### config.mk
export PLATFORM = sky130hd
export DESIGN_NAME = lsu_mem_pipe
export DESIGN_NICKNAME = d
export VERILOG_FILES = /design/src/rtl/lsu_pkg.sv /design/src/rtl/lsu_load_queue.sv /design/src/rtl/lsu_mem_pipe.sv
export SDC_FILE = /design/constraint.sdc
export NUM_CORES = 1
export LEC_CHECK = 0
export ABC_AREA = 1
export BUFFER_PORTS_ARGS = -buffer_cell sky130_fd_sc_hd__buf_2
export CAP_MARGIN = 20
export CORE_MARGIN = 10
export CORE_UTILIZATION = 30
export CTS_CLUSTER_SIZE = 28
export DETAILED_ROUTE_END_ITERATION = 12
export PLACE_DENSITY = 0.47
export SLEW_MARGIN = 10
export SYNTH_ARGS = -nofsm -noshare
export SYNTH_HDL_FRONTEND = slang
export SYNTH_SLANG_ARGS = --single-unit
### constraint.sdc
create_clock -name clk -period 6.6 [get_ports clk]
set_input_delay 0.66 -clock clk [delete_from_list [all_inputs] [get_ports clk]]
set_output_delay 0.66 -clock clk [all_outputs]
set_load 0.02 [all_outputs]
### src/rtl/lsu_pkg.sv
// Shared types and constants for the LSU memory pipeline.
//   lsu_size_e    : access size encoding, 2^size bytes
//   LSU_IMM_W     : width of the signed address immediate
//   lsu_byte_mask : byte-enable pattern for an access, before lane shifting
package lsu_pkg;

   localparam int unsigned LSU_IMM_W = 12;

   typedef enum logic [1:0] {
      SZ_B = 2'd0,
      SZ_H = 2'd1,
      SZ_W = 2'd2,
      SZ_D = 2'd3
   } lsu_size_e;

   // Byte-enable pattern for an access of the given size, anchored at lane 0
   function automatic logic [7:0] lsu_byte_mask(input lsu_size_e size);
      logic [7:0] mask;
      case (size)
         SZ_B:    mask = 8'h01;
         SZ_H:    mask = 8'h03;
         SZ_W:    mask = 8'h0F;
         default: mask = 8'hFF;
      endcase
      return mask;
   endfunction

endpackage

### src/rtl/lsu_load_queue.sv
// In-order tracking FIFO for outstanding loads.
//   push/push_data : enqueue one entry (ignored when full)
//   pop            : dequeue the head entry (ignored when empty)
//   head_data      : oldest entry
//   full/empty     : occupancy flags
//   count          : occupancy, 0..DEPTH
module lsu_load_queue #(
   parameter int unsigned DEPTH = 4,
   parameter int unsigned W     = 8
) (
   input  logic                   clk,
   input  logic                   rst,
   input  logic                   push,
   input  logic [W-1:0]           push_data,
   input  logic                   pop,
   output logic [W-1:0]           head_data,
   output logic                   full,
   output logic                   empty,
   output logic [$clog2(DEPTH):0] count
);

   localparam int unsigned PTR_W = $clog2(DEPTH);
   localparam int unsigned CNT_W = PTR_W + 1;

   logic [W-1:0]     mem_q [DEPTH];
   logic [W-1:0]     mem_d [DEPTH];
   logic [PTR_W-1:0] wr_ptr_q, wr_ptr_d;
   logic [PTR_W-1:0] rd_ptr_q, rd_ptr_d;
   logic [CNT_W-1:0] count_q, count_d;
   logic             push_ok, pop_ok;

   assign full      = (count_q == CNT_W'(DEPTH));
   assign empty     = (count_q == '0);
   assign count     = count_q;
   assign head_data = mem_q[rd_ptr_q];
   assign push_ok   = push && !full;
   assign pop_ok    = pop && !empty;

   // Pointer/count update; power-of-two depth makes pointer wrap free
   always_comb begin
      mem_d    = mem_q;
      wr_ptr_d = wr_ptr_q;
      rd_ptr_d = rd_ptr_q;
      count_d  = count_q;
      if (push_ok) begin
         mem_d[wr_ptr_q] = push_data;
         wr_ptr_d        = wr_ptr_q + PTR_W'(1);
      end
      if (pop_ok) begin
         rd_ptr_d = rd_ptr_q + PTR_W'(1);
      end
      if (push_ok && !pop_ok) begin
         count_d = count_q + CNT_W'(1);
      end else if (pop_ok && !push_ok) begin
         count_d = count_q - CNT_W'(1);
      end
   end

   always_ff @(posedge clk or posedge rst) begin
      if (rst) begin
         for (int i = 0; i < int'(DEPTH); i++) begin
            mem_q[i] <= '0;
         end
         wr_ptr_q <= '0;
         rd_ptr_q <= '0;
         count_q  <= '0;
      end else begin
         mem_q    <= mem_d;
         wr_ptr_q <= wr_ptr_d;
         rd_ptr_q <= rd_ptr_d;
         count_q  <= count_d;
      end
   end

endmodule

### src/rtl/lsu_mem_pipe.sv
// LSU slot memory backend: effective-address generation, misalignment trap,
// single-entry byte-enabled request register with valid/ready handshake,
// in-order load tracking and load-data alignment/extension for writeback.
//   in_*       : decoded op from ID/EX, accepted on in_valid && in_ready
//   mem_req_*  : request to data memory (held while not ready)
//   mem_rsp_*  : in-order load data, no backpressure
//   wb_*       : one-cycle register-file write
//   misalign_* : one-cycle trap pulse with the faulting effective address
module lsu_mem_pipe
   import lsu_pkg::*;
#(
   parameter int unsigned XLEN            = 32,
   parameter int unsigned MAX_OUTSTANDING = 4,
   parameter int unsigned REG_W           = 5
) (
   input  logic                 clk,
   input  logic                 rst,
   input  logic                 in_valid,
   output logic                 in_ready,
   input  logic                 in_is_load,
   input  logic [1:0]           in_size,
   input  logic                 in_zero_ext,
   input  logic [REG_W-1:0]     in_rd,
   input  logic [XLEN-1:0]      in_base,
   input  logic [LSU_IMM_W-1:0] in_imm,
   input  logic [XLEN-1:0]      in_wdata,
   output logic                 mem_req_valid,
   input  logic                 mem_req_ready,
   output logic                 mem_req_we,
   output logic [XLEN-1:0]      mem_req_addr,
   output logic [XLEN-1:0]      mem_req_wdata,
   output logic [XLEN/8-1:0]    mem_req_be,
   input  logic                 mem_rsp_valid,
   input  logic [XLEN-1:0]      mem_rsp_rdata,
   output logic                 wb_valid,
   output logic [REG_W-1:0]     wb_rd,
   output logic [XLEN-1:0]      wb_data,
   output logic                 misalign_valid,
   output logic [XLEN-1:0]      misalign_addr
);

   localparam int unsigned BE_W  = XLEN / 8;
   localparam int unsigned OFF_W = $clog2(BE_W);
   localparam int unsigned CNT_W = $clog2(MAX_OUTSTANDING) + 1;

   typedef struct packed {
      logic [REG_W-1:0] rd;
      lsu_size_e        size;
      logic             zero_ext;
      logic [OFF_W-1:0] off;
   } lsu_ldq_entry_t;

   localparam int unsigned ENT_W = $bits(lsu_ldq_entry_t);

   // Registered state
   logic              req_valid_q, req_valid_d;
   logic              req_we_q,    req_we_d;
   logic [XLEN-1:0]   req_addr_q,  req_addr_d;
   logic [XLEN-1:0]   req_wdata_q, req_wdata_d;
   logic [BE_W-1:0]   req_be_q,    req_be_d;
   logic              wb_valid_q,  wb_valid_d;
   logic [REG_W-1:0]  wb_rd_q,     wb_rd_d;
   logic [XLEN-1:0]   wb_data_q,   wb_data_d;
   logic              mis_valid_q, mis_valid_d;
   logic [XLEN-1:0]   mis_addr_q,  mis_addr_d;

   // Decode / datapath
   lsu_size_e         size;
   logic [XLEN-1:0]   ea;
   logic [OFF_W-1:0]  off;
   logic [2:0]        align_mask;
   logic              size_ok, misaligned, accept, push;
   logic [3:0]        nbytes;
   logic [BE_W-1:0]   be;
   logic [XLEN-1:0]   wdata_rep;
   lsu_ldq_entry_t    push_ent, head_ent;
   logic [ENT_W-1:0]  head_bits;
   logic              ldq_empty, ldq_full_unused;
   logic [CNT_W-1:0]  ldq_count;
   logic [XLEN-1:0]   rsp_shifted, rsp_ext;
   int unsigned       ld_bits;

   assign size       = lsu_size_e'(in_size);
   assign ea         = in_base + {{(XLEN-LSU_IMM_W){in_imm[LSU_IMM_W-1]}}, in_imm};
   assign off        = ea[OFF_W-1:0];
   assign size_ok    = (XLEN == 64) || (size != SZ_D);
   assign align_mask = 3'((4'd1 << size) - 4'd1);
   assign misaligned = !size_ok || ((ea[2:0] & align_mask) != 3'd0);
   assign nbytes     = 4'd1 << size;
   assign be         = BE_W'(16'(lsu_byte_mask(size)) << off);

   // A pop in the same cycle deliberately does not free a slot for this push
   assign in_ready = (!req_valid_q || mem_req_ready)
                   && (!in_is_load || (ldq_count < CNT_W'(MAX_OUTSTANDING)));
   assign accept   = in_valid && in_ready;
   assign push     = accept && !misaligned && in_is_load;

   // Replicate the low 2^size bytes of store data across every lane
   always_comb begin
      wdata_rep = '0;
      for (int unsigned i = 0; i < BE_W; i++) begin
         wdata_rep[8*i +: 8] = in_wdata[8*(i % 32'(nbytes)) +: 8];
      end
   end

   assign push_ent = '{rd: in_rd, size: size, zero_ext: in_zero_ext, off: off};

   lsu_load_queue #(
      .DEPTH (MAX_OUTSTANDING),
      .W     (ENT_W)
   ) u_ldq (
      .clk       (clk),
      .rst       (rst),
      .push      (push),
      .push_data (push_ent),
      .pop       (mem_rsp_valid),
      .head_data (head_bits),
      .full      (ldq_full_unused),
      .empty     (ldq_empty),
      .count     (ldq_count)
   );

   assign head_ent = lsu_ldq_entry_t'(head_bits);

   // Align the returning line to the head entry's lane, then extend
   always_comb begin
      rsp_shifted = mem_rsp_rdata >> {head_ent.off, 3'b000};
      ld_bits     = 32'd8 << head_ent.size;
      if (ld_bits > XLEN) begin
         ld_bits = XLEN;
      end
      rsp_ext = '0;
      for (int unsigned b = 0; b < XLEN; b++) begin
         if (b < ld_bits) begin
            rsp_ext[b] = rsp_shifted[b];
         end else begin
            rsp_ext[b] = head_ent.zero_ext ? 1'b0 : rsp_shifted[ld_bits-1];
         end
      end
   end

   // Next-state: request register refills in the cycle it drains
   always_comb begin
      req_valid_d = req_valid_q;
      req_we_d    = req_we_q;
      req_addr_d  = req_addr_q;
      req_wdata_d = req_wdata_q;
      req_be_d    = req_be_q;
      wb_valid_d  = 1'b0;
      wb_rd_d     = wb_rd_q;
      wb_data_d   = wb_data_q;
      mis_valid_d = 1'b0;
      mis_addr_d  = mis_addr_q;

      if (mem_req_ready) begin
         req_valid_d = 1'b0;
      end
      if (accept && !misaligned) begin
         req_valid_d = 1'b1;
         req_we_d    = !in_is_load;
         req_addr_d  = {ea[XLEN-1:OFF_W], OFF_W'(0)};
         req_wdata_d = wdata_rep;
         req_be_d    = be;
      end
      if (accept && misaligned) begin
         mis_valid_d = 1'b1;
         mis_addr_d  = ea;
      end
      // Responses with nothing outstanding are dropped
      if (mem_rsp_valid && !ldq_empty) begin
         wb_valid_d = 1'b1;
         wb_rd_d    = head_ent.rd;
         wb_data_d  = rsp_ext;
      end
   end

   always_ff @(posedge clk or posedge rst) begin
      if (rst) begin
         req_valid_q <= 1'b0;
         req_we_q    <= 1'b0;
         req_addr_q  <= '0;
         req_wdata_q <= '0;
         req_be_q    <= '0;
         wb_valid_q  <= 1'b0;
         wb_rd_q     <= '0;
         wb_data_q   <= '0;
         mis_valid_q <= 1'b0;
         mis_addr_q  <= '0;
      end else begin
         req_valid_q <= req_valid_d;
         req_we_q    <= req_we_d;
         req_addr_q  <= req_addr_d;
         req_wdata_q <= req_wdata_d;
         req_be_q    <= req_be_d;
         wb_valid_q  <= wb_valid_d;
         wb_rd_q     <= wb_rd_d;
         wb_data_q   <= wb_data_d;
         mis_valid_q <= mis_valid_d;
         mis_addr_q  <= mis_addr_d;
      end
   end

   assign mem_req_valid  = req_valid_q;
   assign mem_req_we     = req_we_q;
   assign mem_req_addr   = req_addr_q;
   assign mem_req_wdata  = req_wdata_q;
   assign mem_req_be     = req_be_q;
   assign wb_valid       = wb_valid_q;
   assign wb_rd          = wb_rd_q;
   assign wb_data        = wb_data_q;
   assign misalign_valid = mis_valid_q;
   assign misalign_addr  = mis_addr_q;

endmodule

==> results.json <==
{
  "cts_setup_buffers": 0,
  "path_cells": "inv_1 > nand2_1 > nand3_1 > nand2_1 > inv_1 > nand2_1 > o21ai_0 > o211ai_1 > o21ai_0 > o221ai_2 > o21ai_0 > inv_1 > a21oi_1",
  "relSlewSlack": 0.2921,
  "reg2reg_setup_slack_ps": 1900,
  "cap_violations": 0,
  "grt_pass1_wl_um": 56050,
  "clock.fmax_ghz": 0.2127,
  "cts.sink_count": 186,
  "gp_congestion": 0.8670,
  "setup_viol": 0,
  "grt_usage": 0.1609,
  "reg2regPathDepth": 13,
  "synth_area_sq_um": 10490,
  "tightestPinTransition_ps": 1055,
  "fill_cells": 3748,
  "drc": 0,
  "avgViaCountPerCell": 4.756,
  "routedWlPerCell_um": 17.12,
  "ys_seq_area_frac": 0.4436,
  "cts_tree": "built",
  "tns_ps": 0,
  "switchingPower_uw": 2595,
  "io_pins": 264,
  "clock_power_share": 0.182,
  "insertion_delay_ps": 450,
  "rsz0062_at_grt": "false",
  "final_max_slew_viol_count": 0,
  "cp.arrival_ps": 5030,
  "crit_fanout": 34,
  "finalHoldViolCount": 0,
  "timing.rr.end": "wb_data[13]$_DFFE_PP0P_",
  "ir_drop_v": 0.0002069,
  "grt_pass1_vias": 9700,
  "htree_levels": 4,
  "die-width_um": 207.0,
  "start_kind": "register",
  "ant_nets": 0,
  "cts_buffers": 17,
  "antenna_found_initial": 2,
  "p_comb_frac": 0.458,
  "start_util": 0.3037,
  "ctsLongestPathBuffers": 2,
  "power.density_nw_per_um2": 436.0,
  "drt_first_pass_iters": 5,
  "cts_hold_buf": 0,
  "p_leak_uw": 0.006614,
  "core-area_sq_um": 34540,
  "grt_start_max_net_pins": 123,
  "p_int_uw": 2987,
  "switching_share": 0.4649,
  "clockRootBuffer": "clkbuf_16",
  "finClkSkew_ps": 12.56,
  "rows": 68,
  "drt_iter0_drc": 536,
  "synth.ff_latch_count": 186,
  "cp_data_required_time_ps": 6920,
  "final_nets": 1771,
  "portBuffers": 261,
  "drive_gt1_frac": 0.2098,
  "ys_warn_count": 0,
  "slowest_stage": "dfrtp_1",
  "syn2layout_area_growth_pct": 22.04,
  "p_seq_frac": 0.360,
  "min_period_over_period": 0.7124,
  "die_h_um": 207.0,
  "place_hpwl_um": 26780,
  "endpoint_kind": "register",
  "min_period_ps": 4702,
  "r2r_start": "u_ldq.rd_ptr_q[0]$_DFFE_PP0P_",
  "cts_resized": 0,
  "worstSetupPathType": "register to register",
  "synth_cells": 1368,
  "vias": 9836,
  "cpPeakStageDelay_ps": 800,
  "hold_class": "input pin to asynchronous set/reset pin",
  "holdWs_ps": 392.6,
  "status": "completed",
  "path_clk_slew_ps": 80,
  "drt_wl_total_um": 35400,
  "syn-mean-instance-area_sq_um": 7.669,
  "grt.overflow.total": 0,
  "die_area_sq_um": 42850,
  "yosys.cell_types.count": 48
}
## cell type report
cell class	count	area (sq um)	area share
multi-input combinational	1013	5206	0.4066
sequential	186	4654	0.3635
timing repair buffer	269	1386	0.1083
tap	455	569.3	0.04446
inverter	111	426.7	0.03332
clock buffer	17	425.4	0.03323
clock inverter	15	130.1	0.01016
antenna	2	5.005	0.0003909
## worst max-delay path, delay by kind of cell, from the launching register on
kind | cells | cell delay, ps
AND/OR/NAND/NOR | 4 | 1100
buffers and inverters | 3 | 1330
flip-flops | 1 | 800
AO/OA/AOI/OAI | 6 | 1330
## worst max-delay path by stage
stage | endpoint | slack (ps) | depth (start not counted) | startpoint
finish | wb_data[13]$_DFFE_PP0P_ | 1900 | 13 | u_ldq.rd_ptr_q[0]$_DFFE_PP0P_
global route | wb_data[13]$_DFFE_PP0P_ | 1310 | 13 | u_ldq.rd_ptr_q[0]$_DFFE_PP0P_
CTS | wb_data[13]$_DFFE_PP0P_ | 1930 | 13 | u_ldq.rd_ptr_q[0]$_DFFE_PP0P_
detailed placement | wb_data[13]$_DFFE_PP0P_ | 1930 | 13 | u_ldq.rd_ptr_q[0]$_DFFE_PP0P_
global placement | wb_data[12]$_DFFE_PP0P_ | 2010 | 13 | u_ldq.rd_ptr_q[0]$_DFFE_PP0P_
floorplan | mem_req_addr[10]$_DFFE_PP0P_ | 880 | 1 | rst
## power by group through the flow
| stage | sequential (uW) | clock [uW] | combinational (uW) |
|---|---|---|---|
| 3_3_place_gp | 2030 | 0 | 2570 |
| 2_1_floorplan | 2410 | 0 | 1260 |
| 4_1_cts | 2020 | 1050 | 2600 |
| 3_5_place_dp | 2030 | 0 | 2590 |
| 6_report | 2010 | 1020 | 2560 |
| 5_1_grt | 2080 | 1110 | 2880 |
## Yosys cell counts, drive strengths merged
cell type | number | area [sq um]
clkbuf | 50 | 187.7
inv | 110 | 415.4
o21bai | 2 | 15.01
ha | 49 | 613.1
a21oi | 82 | 414.2
a22oi | 1 | 7.510
or2 | 6 | 37.54
mux2 | 1 | 11.26
clkinv | 1 | 3.750
nand4 | 8 | 62.56
o221ai | 9 | 85.08
fa | 2 | 40.04
nand3 | 45 | 245.2
o22ai | 4 | 25.02
o21ai | 231 | 1164
o21a | 3 | 22.52
nand2 | 386 | 1469
a32oi | 1 | 8.760
o31ai | 4 | 30.03
nor4 | 1 | 6.260
nor3 | 3 | 15.01
a31oi | 6 | 37.54
xor2 | 16 | 140.1
xnor2 | 14 | 122.6
a32o | 1 | 10.01
a221oi | 1 | 8.760
nor2 | 117 | 446.7
a21boi | 5 | 41.29
dfrtp | 186 | 4654
buf | 9 | 46.29
mux2i | 1 | 10.01
o311ai | 1 | 8.760
conb | 1 | 3.750
o211ai | 11 | 82.58
## flip-flops by register name, summed over array words and instances, names as in the netlist, 3 cells and up
signal         flops
mem_req_addr      30
mem_req_wdata     32
mem_req_be         4
wb_rd              5
u_ldq.mem_q       40
wb_data           32
misalign_addr     32
u_ldq.count        3
## layout by cell type (no fill, tap or decap), types with 11 or more instances in the layout
master,instances
o211ai_1,11
inv_1,101
xor2_1,16
nand2_1,379
xnor2_1,14
nand3_1,41
clkbuf_16,17
a21oi_1,81
buf_2,261
o21ai_0,221
dfrtp_1,186
ha_1,49
nor2_1,115
## metal layers
layer,vias to the layer above,wire length (um),track usage
met1,4581,16350,0.2061
met4,4,370,0.03387
li1,4975,-,-
met2,251,16310,0.2579
met5,-,27,0
met3,25,2341,0.05340
## logic make-up (layout without fill, tap and decap cells)
group           Yosys count  in the layout  synth area share
compound gates          362            362            0.1869
xor+xnor                 30             30           0.02504
fa+ha+maj                51             51           0.06225
buf+inv                 170            412           0.06225
flops                   186            186            0.4436
mux                       2              2          0.002027
other cells               1              4         0.0003574
simple gates            566            566            0.2175
## stage by stage
step / util / setup WS (ps) / std cells / cell area [sq um] / total power (uW)
2_1_floorplan: - / 882.9 / 1369 / 10500 / 3665
3_3_place_gp: 0.3536 / 2009 / 2033 / 12220 / 4596
3_5_place_dp: 0.3536 / 1932 / 2033 / 12220 / 4620
4_1_cts: 0.3697 / 1926 / 2065 / 12770 / 5664
5_1_grt: 0.3705 / 1310 / 2066 / 12800 / 6066
6_report: 0.3707 / 1898 / 2068 / 12800 / 5582
Power figures use the tool's default switching activity.
